[src/rtl/usb_pkg.sv]
// Shared types and defaults for the USB/FT245 transmit path.
package usb_pkg;

  localparam logic [7:0] SYNC_BYTE_DEFAULT = 8'hA5;

  typedef enum logic [1:0] {
    IDLE    = 2'd0,
    SYNC    = 2'd1,
    PAYLOAD = 2'd2,
    CSUM    = 2'd3
  } tx_state_t;

  // Running frame checksum: plain XOR over the payload bytes.
  function automatic logic [7:0] csum_step(input logic [7:0] acc, input logic [7:0] b);
    return acc ^ b;
  endfunction

endpackage

[src/rtl/byte_fifo.sv]
// Synchronous FIFO with occupancy count; head entry is visible on rd_data without a pop.
module byte_fifo #(
  parameter int DEPTH = 16,
  parameter int AW    = 4,
  parameter int W     = 9
) (
  input  logic          clk,
  input  logic          rst_n,
  input  logic          push,
  input  logic [W-1:0]  wr_data,
  input  logic          pop,
  output logic [W-1:0]  rd_data,
  output logic [AW:0]   count
);

  localparam logic [AW-1:0] PTR_ONE  = AW'(1);
  localparam logic [AW:0]   CNT_ONE  = (AW+1)'(1);
  localparam logic [AW:0]   CNT_FULL = (AW+1)'(DEPTH);

  logic [W-1:0]  mem_r [DEPTH];
  logic [AW-1:0] wr_ptr_r;
  logic [AW-1:0] rd_ptr_r;
  logic [AW:0]   count_r;
  logic          do_push_s;
  logic          do_pop_s;

  assign do_push_s = push && (count_r != CNT_FULL);
  assign do_pop_s  = pop && (count_r != '0);
  assign rd_data   = mem_r[rd_ptr_r];
  assign count     = count_r;

  // Storage array; contents are don't-care until written, so no reset.
  always_ff @(posedge clk) begin
    if (do_push_s) begin
      mem_r[wr_ptr_r] <= wr_data;
    end
  end

  // Pointers and occupancy; simultaneous push and pop leaves count unchanged.
  always_ff @(posedge clk or negedge rst_n) begin
    if (!rst_n) begin
      wr_ptr_r <= '0;
      rd_ptr_r <= '0;
      count_r  <= '0;
    end else begin
      if (do_push_s) begin
        wr_ptr_r <= wr_ptr_r + PTR_ONE;
      end
      if (do_pop_s) begin
        rd_ptr_r <= rd_ptr_r + PTR_ONE;
      end
      case ({do_push_s, do_pop_s})
        2'b10:   count_r <= count_r + CNT_ONE;
        2'b01:   count_r <= count_r - CNT_ONE;
        default: count_r <= count_r;
      endcase
    end
  end

endmodule

[src/rtl/usb_tx_framer.sv]
// Wraps buffered payload as SYNC + payload + XOR checksum and paces it by FT245 write transfers.
module usb_tx_framer
  import usb_pkg::*;
#(
  parameter int         DEPTH     = 16,
  parameter int         AW        = 4,
  parameter logic [7:0] SYNC_BYTE = SYNC_BYTE_DEFAULT
) (
  input  logic        clk,
  input  logic        _reset,
  input  logic [7:0]  tx_data,
  input  logic        tx_valid,
  input  logic        tx_last,
  output logic        tx_ready,
  input  logic        _txe,
  input  logic        _wr,
  output logic        _write_data,
  output logic [7:0]  data_to_pc,
  output logic        busy,
  output logic [15:0] frames_sent
);

  localparam logic [AW:0] CNT_FULL = (AW+1)'(DEPTH);
  localparam logic [AW:0] PEND_ONE = (AW+1)'(1);

  tx_state_t   state_r;
  tx_state_t   state_nxt_s;
  logic [7:0]  csum_r;
  logic [7:0]  csum_nxt_s;
  logic [AW:0] pending_r;
  logic [15:0] frames_sent_r;
  logic [8:0]  head_s;
  logic [AW:0] fifo_count_s;
  logic        fifo_full_s;
  logic        fifo_empty_s;
  logic        push_s;
  logic        pop_s;
  logic        frame_done_s;
  logic        xfer_s;
  logic        write_n_s;
  logic [7:0]  data_s;

  assign fifo_full_s  = (fifo_count_s == CNT_FULL);
  assign fifo_empty_s = (fifo_count_s == '0);
  assign tx_ready     = !fifo_full_s;
  assign push_s       = tx_valid && tx_ready;
  assign xfer_s       = !_wr && !_txe;

  byte_fifo #(
    .DEPTH (DEPTH),
    .AW    (AW),
    .W     (9)
  ) u_fifo (
    .clk     (clk),
    .rst_n   (_reset),
    .push    (push_s),
    .wr_data ({tx_last, tx_data}),
    .pop     (pop_s),
    .rd_data (head_s),
    .count   (fifo_count_s)
  );

  // Next-state, pop and output decode; outputs depend on registered state only.
  always_comb begin
    state_nxt_s  = state_r;
    csum_nxt_s   = csum_r;
    pop_s        = 1'b0;
    frame_done_s = 1'b0;
    write_n_s    = 1'b1;
    data_s       = 8'h00;
    case (state_r)
      IDLE: begin
        // A full FIFO with no complete frame starts a cut-through frame.
        if ((pending_r != '0) || fifo_full_s) begin
          state_nxt_s = SYNC;
        end else begin
          state_nxt_s = IDLE;
        end
      end
      SYNC: begin
        csum_nxt_s = 8'h00;
        write_n_s  = 1'b0;
        data_s     = SYNC_BYTE;
        if (xfer_s) begin
          state_nxt_s = PAYLOAD;
        end else begin
          state_nxt_s = SYNC;
        end
      end
      PAYLOAD: begin
        data_s = head_s[7:0];
        if (!fifo_empty_s) begin
          write_n_s = 1'b0;
          if (xfer_s) begin
            pop_s      = 1'b1;
            csum_nxt_s = csum_step(csum_r, head_s[7:0]);
            if (head_s[8]) begin
              state_nxt_s = CSUM;
            end else begin
              state_nxt_s = PAYLOAD;
            end
          end else begin
            state_nxt_s = PAYLOAD;
          end
        end else begin
          write_n_s = 1'b1;
        end
      end
      CSUM: begin
        write_n_s = 1'b0;
        data_s    = csum_r;
        if (xfer_s) begin
          frame_done_s = 1'b1;
          state_nxt_s  = IDLE;
        end else begin
          state_nxt_s = CSUM;
        end
      end
      default: begin
        state_nxt_s = IDLE;
      end
    endcase
  end

  // State, checksum, pending-frame and frame counters.
  always_ff @(posedge clk or negedge _reset) begin
    if (!_reset) begin
      state_r       <= IDLE;
      csum_r        <= 8'h00;
      pending_r     <= '0;
      frames_sent_r <= 16'h0000;
    end else begin
      state_r <= state_nxt_s;
      csum_r  <= csum_nxt_s;
      case ({push_s && tx_last, pop_s && head_s[8]})
        2'b10:   pending_r <= pending_r + PEND_ONE;
        2'b01:   pending_r <= pending_r - PEND_ONE;
        default: pending_r <= pending_r;
      endcase
      if (frame_done_s) begin
        frames_sent_r <= frames_sent_r + 16'd1;
      end
    end
  end

  assign _write_data = write_n_s;
  assign data_to_pc  = data_s;
  assign busy        = (state_r != IDLE);
  assign frames_sent = frames_sent_r;

endmodule
[config.mk]
export PLATFORM = sky130hd
export DESIGN_NAME = usb_tx_framer
export DESIGN_NICKNAME = d
export VERILOG_FILES = /design/src/rtl/usb_pkg.sv /design/src/rtl/byte_fifo.sv /design/src/rtl/usb_tx_framer.sv
export SDC_FILE = /design/constraint.sdc
export NUM_CORES = 1
export LEC_CHECK = 0
export ABC_AREA = 1
export CORE_ASPECT_RATIO = 1.4
export CORE_UTILIZATION = 54
export DETAILED_ROUTE_END_ITERATION = 6
export PLACE_DENSITY_LB_ADDON = 0.15
export SLEW_MARGIN = 20
export SYNTH_ARGS = -nofsm -noshare
export SYNTH_HDL_FRONTEND = slang
export SYNTH_SLANG_ARGS = --single-unit
[constraint.sdc]
create_clock -name clk -period 2.2 [get_ports clk]
set_input_delay 0.66 -clock clk [delete_from_list [all_inputs] [get_ports clk]]
set_output_delay 0.66 -clock clk [all_outputs]
set_load 0.02 [all_outputs]
==> results of run 1 <==
worst reg2reg max path, cell delays in order (launching register included):
cell and delay [ns]:
dfrtp_2 0.44, buf_12 0.23, nor2_2 0.10, nor2_4 0.12, o21ai_2 0.06, nand3_1 0.10, nand3_2 0.15, a21oi_4 0.23
ha_4 0.18, buf_4 0.14, ha_1 0.27, nand3_1 0.11, nand3b_1 0.10, xor2_1 0.15, nand2_1 0.06, nand2_1 0.05
power by group through the flow:
stage	Sequential, W	Clock [W]	Combinational (W)
finish	0.00467	0.00293	0.00585
global route	0.00472	0.00309	0.00641
CTS	0.00466	0.00296	0.00573
global placement	0.00469	0	0.00513
floorplan	0.00469	0	0.00317
detailed placement	0.00472	0	0.00528
cells in the final DEF (no fill, tap or decap), types with 4 or more instances in the layout:
cell / Yosys / routed
xnor2_1: 7 / 7
buf_12: 0 / 6
o21ai_0: 16 / 9
nand3_1: 91 / 81
clkdlybuf4s50_1: 0 / 26
nor2_4: 5 / 6
nand2_1: 251 / 237
a21oi_1: 15 / 11
nand3_2: 0 / 10
nor2_1: 62 / 59
dfrtp_1: 44 / 43
clkinv_4: 0 / 4
inv_1: 80 / 76
xor2_1: 21 / 19
o21ai_1: 10 / 14
o211ai_1: 7 / 7
clkbuf_16: 0 / 17
ha_1: 14 / 8
nand2_2: 6 / 17
ha_4: 0 / 4
edfxtp_1: 144 / 144
buf_6: 6 / 7
nand4_1: 4 / 4
inv_2: 2 / 4
buf_4: 2 / 103
nand2_4: 2 / 5
layer usage:
layer / up-vias / track usage / part of all wire
met4: 0 / 0.132 / 0.040
met2: 177 / 0.468 / 0.53
met5: - / 0 / 0
li1: 2995 / - / -
met1: 3034 / 0.296 / 0.39
met3: 47 / 0.0476 / 0.045
worst max path at each step:
stage	end	depth (start not counted)	from	slack, ns
6_report	data_to_pc[1]	11	u_fifo.rd_ptr_r[0]$_DFFE_PN0P_	-0.43
5_1_grt	data_to_pc[3]	10	u_fifo.rd_ptr_r[0]$_DFFE_PN0P_	-0.56
4_1_cts	data_to_pc[6]	11	u_fifo.rd_ptr_r[0]$_DFFE_PN0P_	-0.42
3_5_place_dp	pending_r[4]$_DFFE_PN0P_	14	_txe	-0.65
3_3_place_gp	pending_r[4]$_DFFE_PN0P_	14	_txe	-0.56
2_1_floorplan	pending_r[4]$_DFFE_PN0P_	18	u_fifo.rd_ptr_r[0]$_DFFE_PN0P_	-0.13
logic make-up after synthesis:
group,share of synthesized area
AOI/OAI and AO/OA,0.0311
and+or+nand+nor,0.217
muxes,0.00132
xor gates and xnor gates,0.0325
DFF,0.636
adders and majority gates,0.0229
buffers and inverters,0.0600
area by class of cell:
class	count	area (um^2)	share of cell area
inverters	85	325	0.0303
multi-input cells	525	2830	0.264
flip-flops and latches	188	5430	0.506
well taps	196	245	0.0229
clock buffers	21	450	0.0420
clock inverters	11	110	0.0103
repair buffers	150	1330	0.124
repair_timing:
item | 4_1_cts | 5_1_grt
pin swaps | 11 | 9
setup buffers | 10 | 6
hold buffers | 0 | 0
endpoints found under the setup margin | 17 | 18
gates resized for setup | 84 | 26
gates cloned | 1 | 0
registers in the layout, summed over array words and instances, names as in the netlist:
| register | flops |
|---|---|
| csum_r | 8 |
| frames_sent | 16 |
| pending_r | 5 |
| state_r | 2 |
| u_fifo.count | 5 |
| u_fifo.mem_r | 144 |
| u_fifo.rd_ptr_r | 4 |
| u_fifo.wr_ptr_r | 4 |
per-stage QoR:
stage                     instance area (um^2)  utilization
after CTS                                10600        0.683
after detailed placement                  9840        0.633
after floorplan                           8610            -
after global placement                    9840        0.633
after global routing                     10700        0.690
final                                    10700        0.690
==> metrics.csv, run 1 <==
metric;value;unit
cell-by-cell listing of the critical path;inv_4 -> buf_12 -> nand2_1 -> nand2_1 -> nand2_1 -> nand3_1 -> nand3_2 -> nand2_2 -> nand2_1 -> nand2_2 -> buf_6;
Rel. slew slack;0.570;
GRT Util Overall;0.262;
internal power;0.00839;W
WHS;0.109;ns
initial antenna violation count;0;
n_diodes;0;
post-synthesis cell count;829;
count leader, synth;nand2_1;
vias in the first global route;6367;
Final Hold Fails;0;
number of nets still failing antenna checks after routing;0;
NumNets Final;996;
CP arrival;1.97;ns
layout cells sized above 1;0.227;
CP endpoint kind;output pin;
worst min-delay path category;input port to asynchronous set/reset pin;
routed len/inst;16.9;um
CTS tree;built;
worst clock skew;0.0102;ns
Clk pwr share;0.218;
total grt overflow;0;
Buf+Inv Stages, Crit Path;3;
Initial Util;0.549;
Power Density;1250;nW/um^2
slowest stage delay, CP;0.46;ns
worst r2r path cells;15;
crit-path leading delay family;simple AND/OR/NAND/NOR gates;
Crit Path Max Fanout;21;
Synth Flop Type;edfxtp_1;
Seq pwr share;0.347;
yosys warns;0;
Power Total;0.0134;W
Final Max Tran Viols;0;
CP Launch Type;flop;
final worst slack;-0.428;ns
DRT iter0 DRCs;433;
library cells used by synthesis;36;
clock buffer count from CTS;17;
final std cells w/o fill;1176;
DRC viols;0;
# fillers;1178;
sequential-to-total area share from yosys stat;0.636;
vias per inst;5.32;
most used cell along the critical path;nand2_1;
Die Ht;151;um
status;finished with violations;
Setup TNS;-4.38;ns
post-route clock period utilization;1.19;
flop2flop setup slack;-0.39;ns
switching portion of total power;0.376;
violated checks;negative setup slack;
Area Growth Syn to Fin;25.6;%
top cell type's share of synthesized area;0.507;
Synth area leaders;edfxtp_1, dfrtp_1, nand2_1;
largest net degree at the start of global routing;42;
EDFF count, synth;144;
minimum clock period;2.63;ns
Pre-Repair DR Iteration Count;5;
Crit Path Class;flop to output pin;
Final Setup Violations;14;
NetSw;0.00506;W
Std-Cell Rows;54;
Mapped Area;8530;um^2
RSZ-0062 raised after global routing;true;
Sink Count;188;
full die area;16300;um^2
Async SR Flop Fraction;0.234;
H-tree levels;4;
first-pass GRT wire length;31.4;mm
P_leak;4.75;nW
PortBufs;40;
Post-DP HPWL;13.6;mm
placed instance count;1128;
Placement Setup Slack;-0.647;ns
Max-cap violations;0;
net count after synthesis;858;
post-synthesis register bit count;188;
Clk pin slew, worst setup/hold paths;0.07;ns
core footprint;15500;um^2
GP Congestion;0.887;
Logic pwr share;0.435;
cell taking the most area after synthesis;edfxtp_1;
Critical Path RT;1.54;ns
Post-synth top cells;nand2_1, edfxtp_1, nand3_1, inv_1, nor2_1;
Max Fclk;0.381;GHz
Root Driver;clkbuf_16;
r2r startpoint;u_fifo.rd_ptr_r[0]$_DFFE_PN0P_;
Die Width;108;um
worst-skew pair later-pin latency;0.42;ns
DR vias;6253;
total wire length;19.9;mm
R2R Path End;pending_r[4]$_DFFE_PN0P_;
Ports;41;
Post-Syn Area per Cell;10.3;um^2
maximum clock path buffer count;2;
Slew @ Worst Pin;0.642;ns
VDD IR max;0.839;mV
slowest stage cell, crit path;dfrtp_2;
(Power assumes the default switching activity.)
==> run 2, diff against run 1 <==
- SKIP_CTS_REPAIR_TIMING: not set -> 1
==> run 2 against run 1 <==
The run still ends with negative setup slack left. Clock power hardly changed. Global-route usage is 0.62 points lower. Worst hold slack worse by 0.0051 ns.
==> metrics.csv, run 2 (synthesized netlist as in run 1, its figures left out) <==
metric;value;unit
status;finished with violations;
violated checks;negative setup slack;
Rel. slew slack;0.589;
worst min-delay path category;input port to asynchronous set/reset pin;
Clk pin slew, worst setup/hold paths;0.07;ns
most used cell along the critical path;nand2_1;
Post-DP HPWL;13.6;mm
core footprint;15500;um^2
PortBufs;40;
total grt overflow;0;
CP Depth;11;
RSZ-0062 raised after global routing;true;
Buf+Inv Stages, Crit Path;3;
Final Max Tran Viols;0;
DRC viols;0;
design area;10600;um^2
Final Hold Fails;0;
Die Width;108;um
placed instance area;9840;um^2
Crit Path Class;flop to output pin;
NumNets Final;984;
CP endpoint kind;output pin;
most frequent cells in the layout;nand2_1, edfxtp_1, buf_4, nand3_1, inv_1;
clock buffer count from CTS;17;
Ports;41;
H-tree levels;4;
CP Launch Type;flop;
Max Fclk;0.376;GHz
slowest stage delay, CP;0.46;ns
layout cells sized above 1;0.219;
worst-skew pair later-pin latency;0.43;ns
Root Driver;clkbuf_16;
most flop-heavy register;u_fifo.mem_r;
vias in the first global route;6233;
max reg flops;144;
slowest stage cell, crit path;dfrtp_2;
Power Density;1250;nW/um^2
post-route clock period utilization;1.21;
DR vias;6158;
maximum clock path buffer count;2;
routed len/inst;16.9;um
DRT iter0 DRCs;375;
CTS tree;built;
crit-path leading delay family;simple AND/OR/NAND/NOR gates;
CP arrival;2.00;ns
Pre-Repair DR Iteration Count;5;
final worst slack;-0.461;ns
worst r2r path cells;15;
initial antenna violation count;0;
number of nets still failing antenna checks after routing;0;
Die Ht;151;um
Initial Util;0.549;
Crit Path Max Fanout;21;
VDD IR max;0.848;mV
Sink Count;188;
Area Growth Syn to Fin;24.7;%
Slew @ Worst Pin;0.615;ns
Critical Path RT;1.54;ns
largest net degree at the start of global routing;42;
commonest non-fill, non-tap cell in the layout;nand2_1;
Std-Cell Rows;54;
Placement Setup Slack;-0.647;ns
first-pass GRT wire length;30.7;mm
Final Setup Violations;12;
cell-by-cell listing of the critical path;clkinv_4 -> buf_12 -> nand2_1 -> nand2_1 -> nand2_1 -> nand3_1 -> nand3_1 -> nand2_2 -> nand2_1 -> o211ai_1 -> buf_4;
GRT Util Overall;0.255;
Power Total;0.0133;W
full die area;16300;um^2
GP Congestion;0.887;
P_leak;4.70;nW
worst clock skew;0.0109;ns
total wire length;19.6;mm
vias per inst;5.29;
n_diodes;0;
# fillers;1194;
minimum clock period;2.66;ns
Max-cap violations;0;
==> run 2: cell types whose count changed in the layout (fill, tap and decap cells not counted), sizes merged <==
| cell | before | now |
|---|---|---|
| clkbuf | 22 | 24 |
| inv | 85 | 84 |
| dlymetal6s2s | 0 | 3 |
| bufbuf | 1 | 0 |
| buf | 120 | 106 |
| clkinv | 8 | 9 |
| dlygate4sd2 | 2 | 0 |
==> run 2: through the flow <==
| stage | hold WS [ns] | cells | TNS (ns) | utilization |
|---|---|---|---|---|
| final | 0.104 | 1164 | -4.06 | 0.685 |
| after global routing | 0.107 | 1164 | -5.70 | 0.685 |
| after CTS | 0.104 | 1160 | -9.97 | 0.669 |
| after detailed placement | 0.481 | 1128 | -19.71 | 0.633 |
| after global placement | 0.488 | 1128 | -15.24 | 0.633 |
| after floorplan | 0.364 | 829 | -0.130 | - |
==> run 2: worst paths after layout <==
check                                                from                        endpoint  slack, ns
setup / recovery           u_fifo.rd_ptr_r[0]$_DFFE_PN0P_                   data_to_pc[7]      -0.46
hold / removal                                     _reset          state_r[0]$_DFFE_PN0N_       0.10
setup reg to reg           u_fifo.rd_ptr_r[0]$_DFFE_PN0P_        pending_r[4]$_DFFE_PN0P_      -0.40
hold reg to reg               frames_sent[13]$_DFFE_PN0P_     frames_sent[13]$_DFFE_PN0P_       0.50
max in group asynchronous                          _reset  u_fifo.wr_ptr_r[1]$_DFFE_PN0P_       1.46
min in group clk              frames_sent[13]$_DFFE_PN0P_     frames_sent[13]$_DFFE_PN0P_       0.50
==> run 2: metal layers <==
| layer | global-route usage | routed length [um] | vias up |
|---|---|---|---|
| met4 | 0.115 | 806 | 0 |
| met2 | 0.462 | 10400 | 178 |
| met5 | 0 | 0 | - |
| met3 | 0.0472 | 826 | 44 |
| met1 | 0.290 | 7590 | 2965 |
| li1 | - | - | 2971 |
==> run 2: area by class of cell <==
| class | count | area, um^2 | area share |
|---|---|---|---|
| Clock inverter | 11 | 110 | 0.0103 |
| Tap cell | 196 | 245 | 0.0230 |
| Timing Repair Buffer | 138 | 1220 | 0.115 |
| Multi-Input combinational cell | 525 | 2860 | 0.269 |
| Sequential cell | 188 | 5430 | 0.510 |
| Inverter | 85 | 325 | 0.0306 |
| Clock buffer | 21 | 450 | 0.0423 |
==> run 2: where the power goes <==
group	internal (W)	switching [W]	total [W]
registers	0.00436	0.000314	0.00468
clock network	0.00161	0.00132	0.00293
logic	0.00229	0.00340	0.00570
==> run 3, diff against run 2 <==
- HOLD_SLACK_MARGIN: not set -> 0.03
==> results of run 3 <==
Final layout, timing and power as in run 2 (identical DEF).
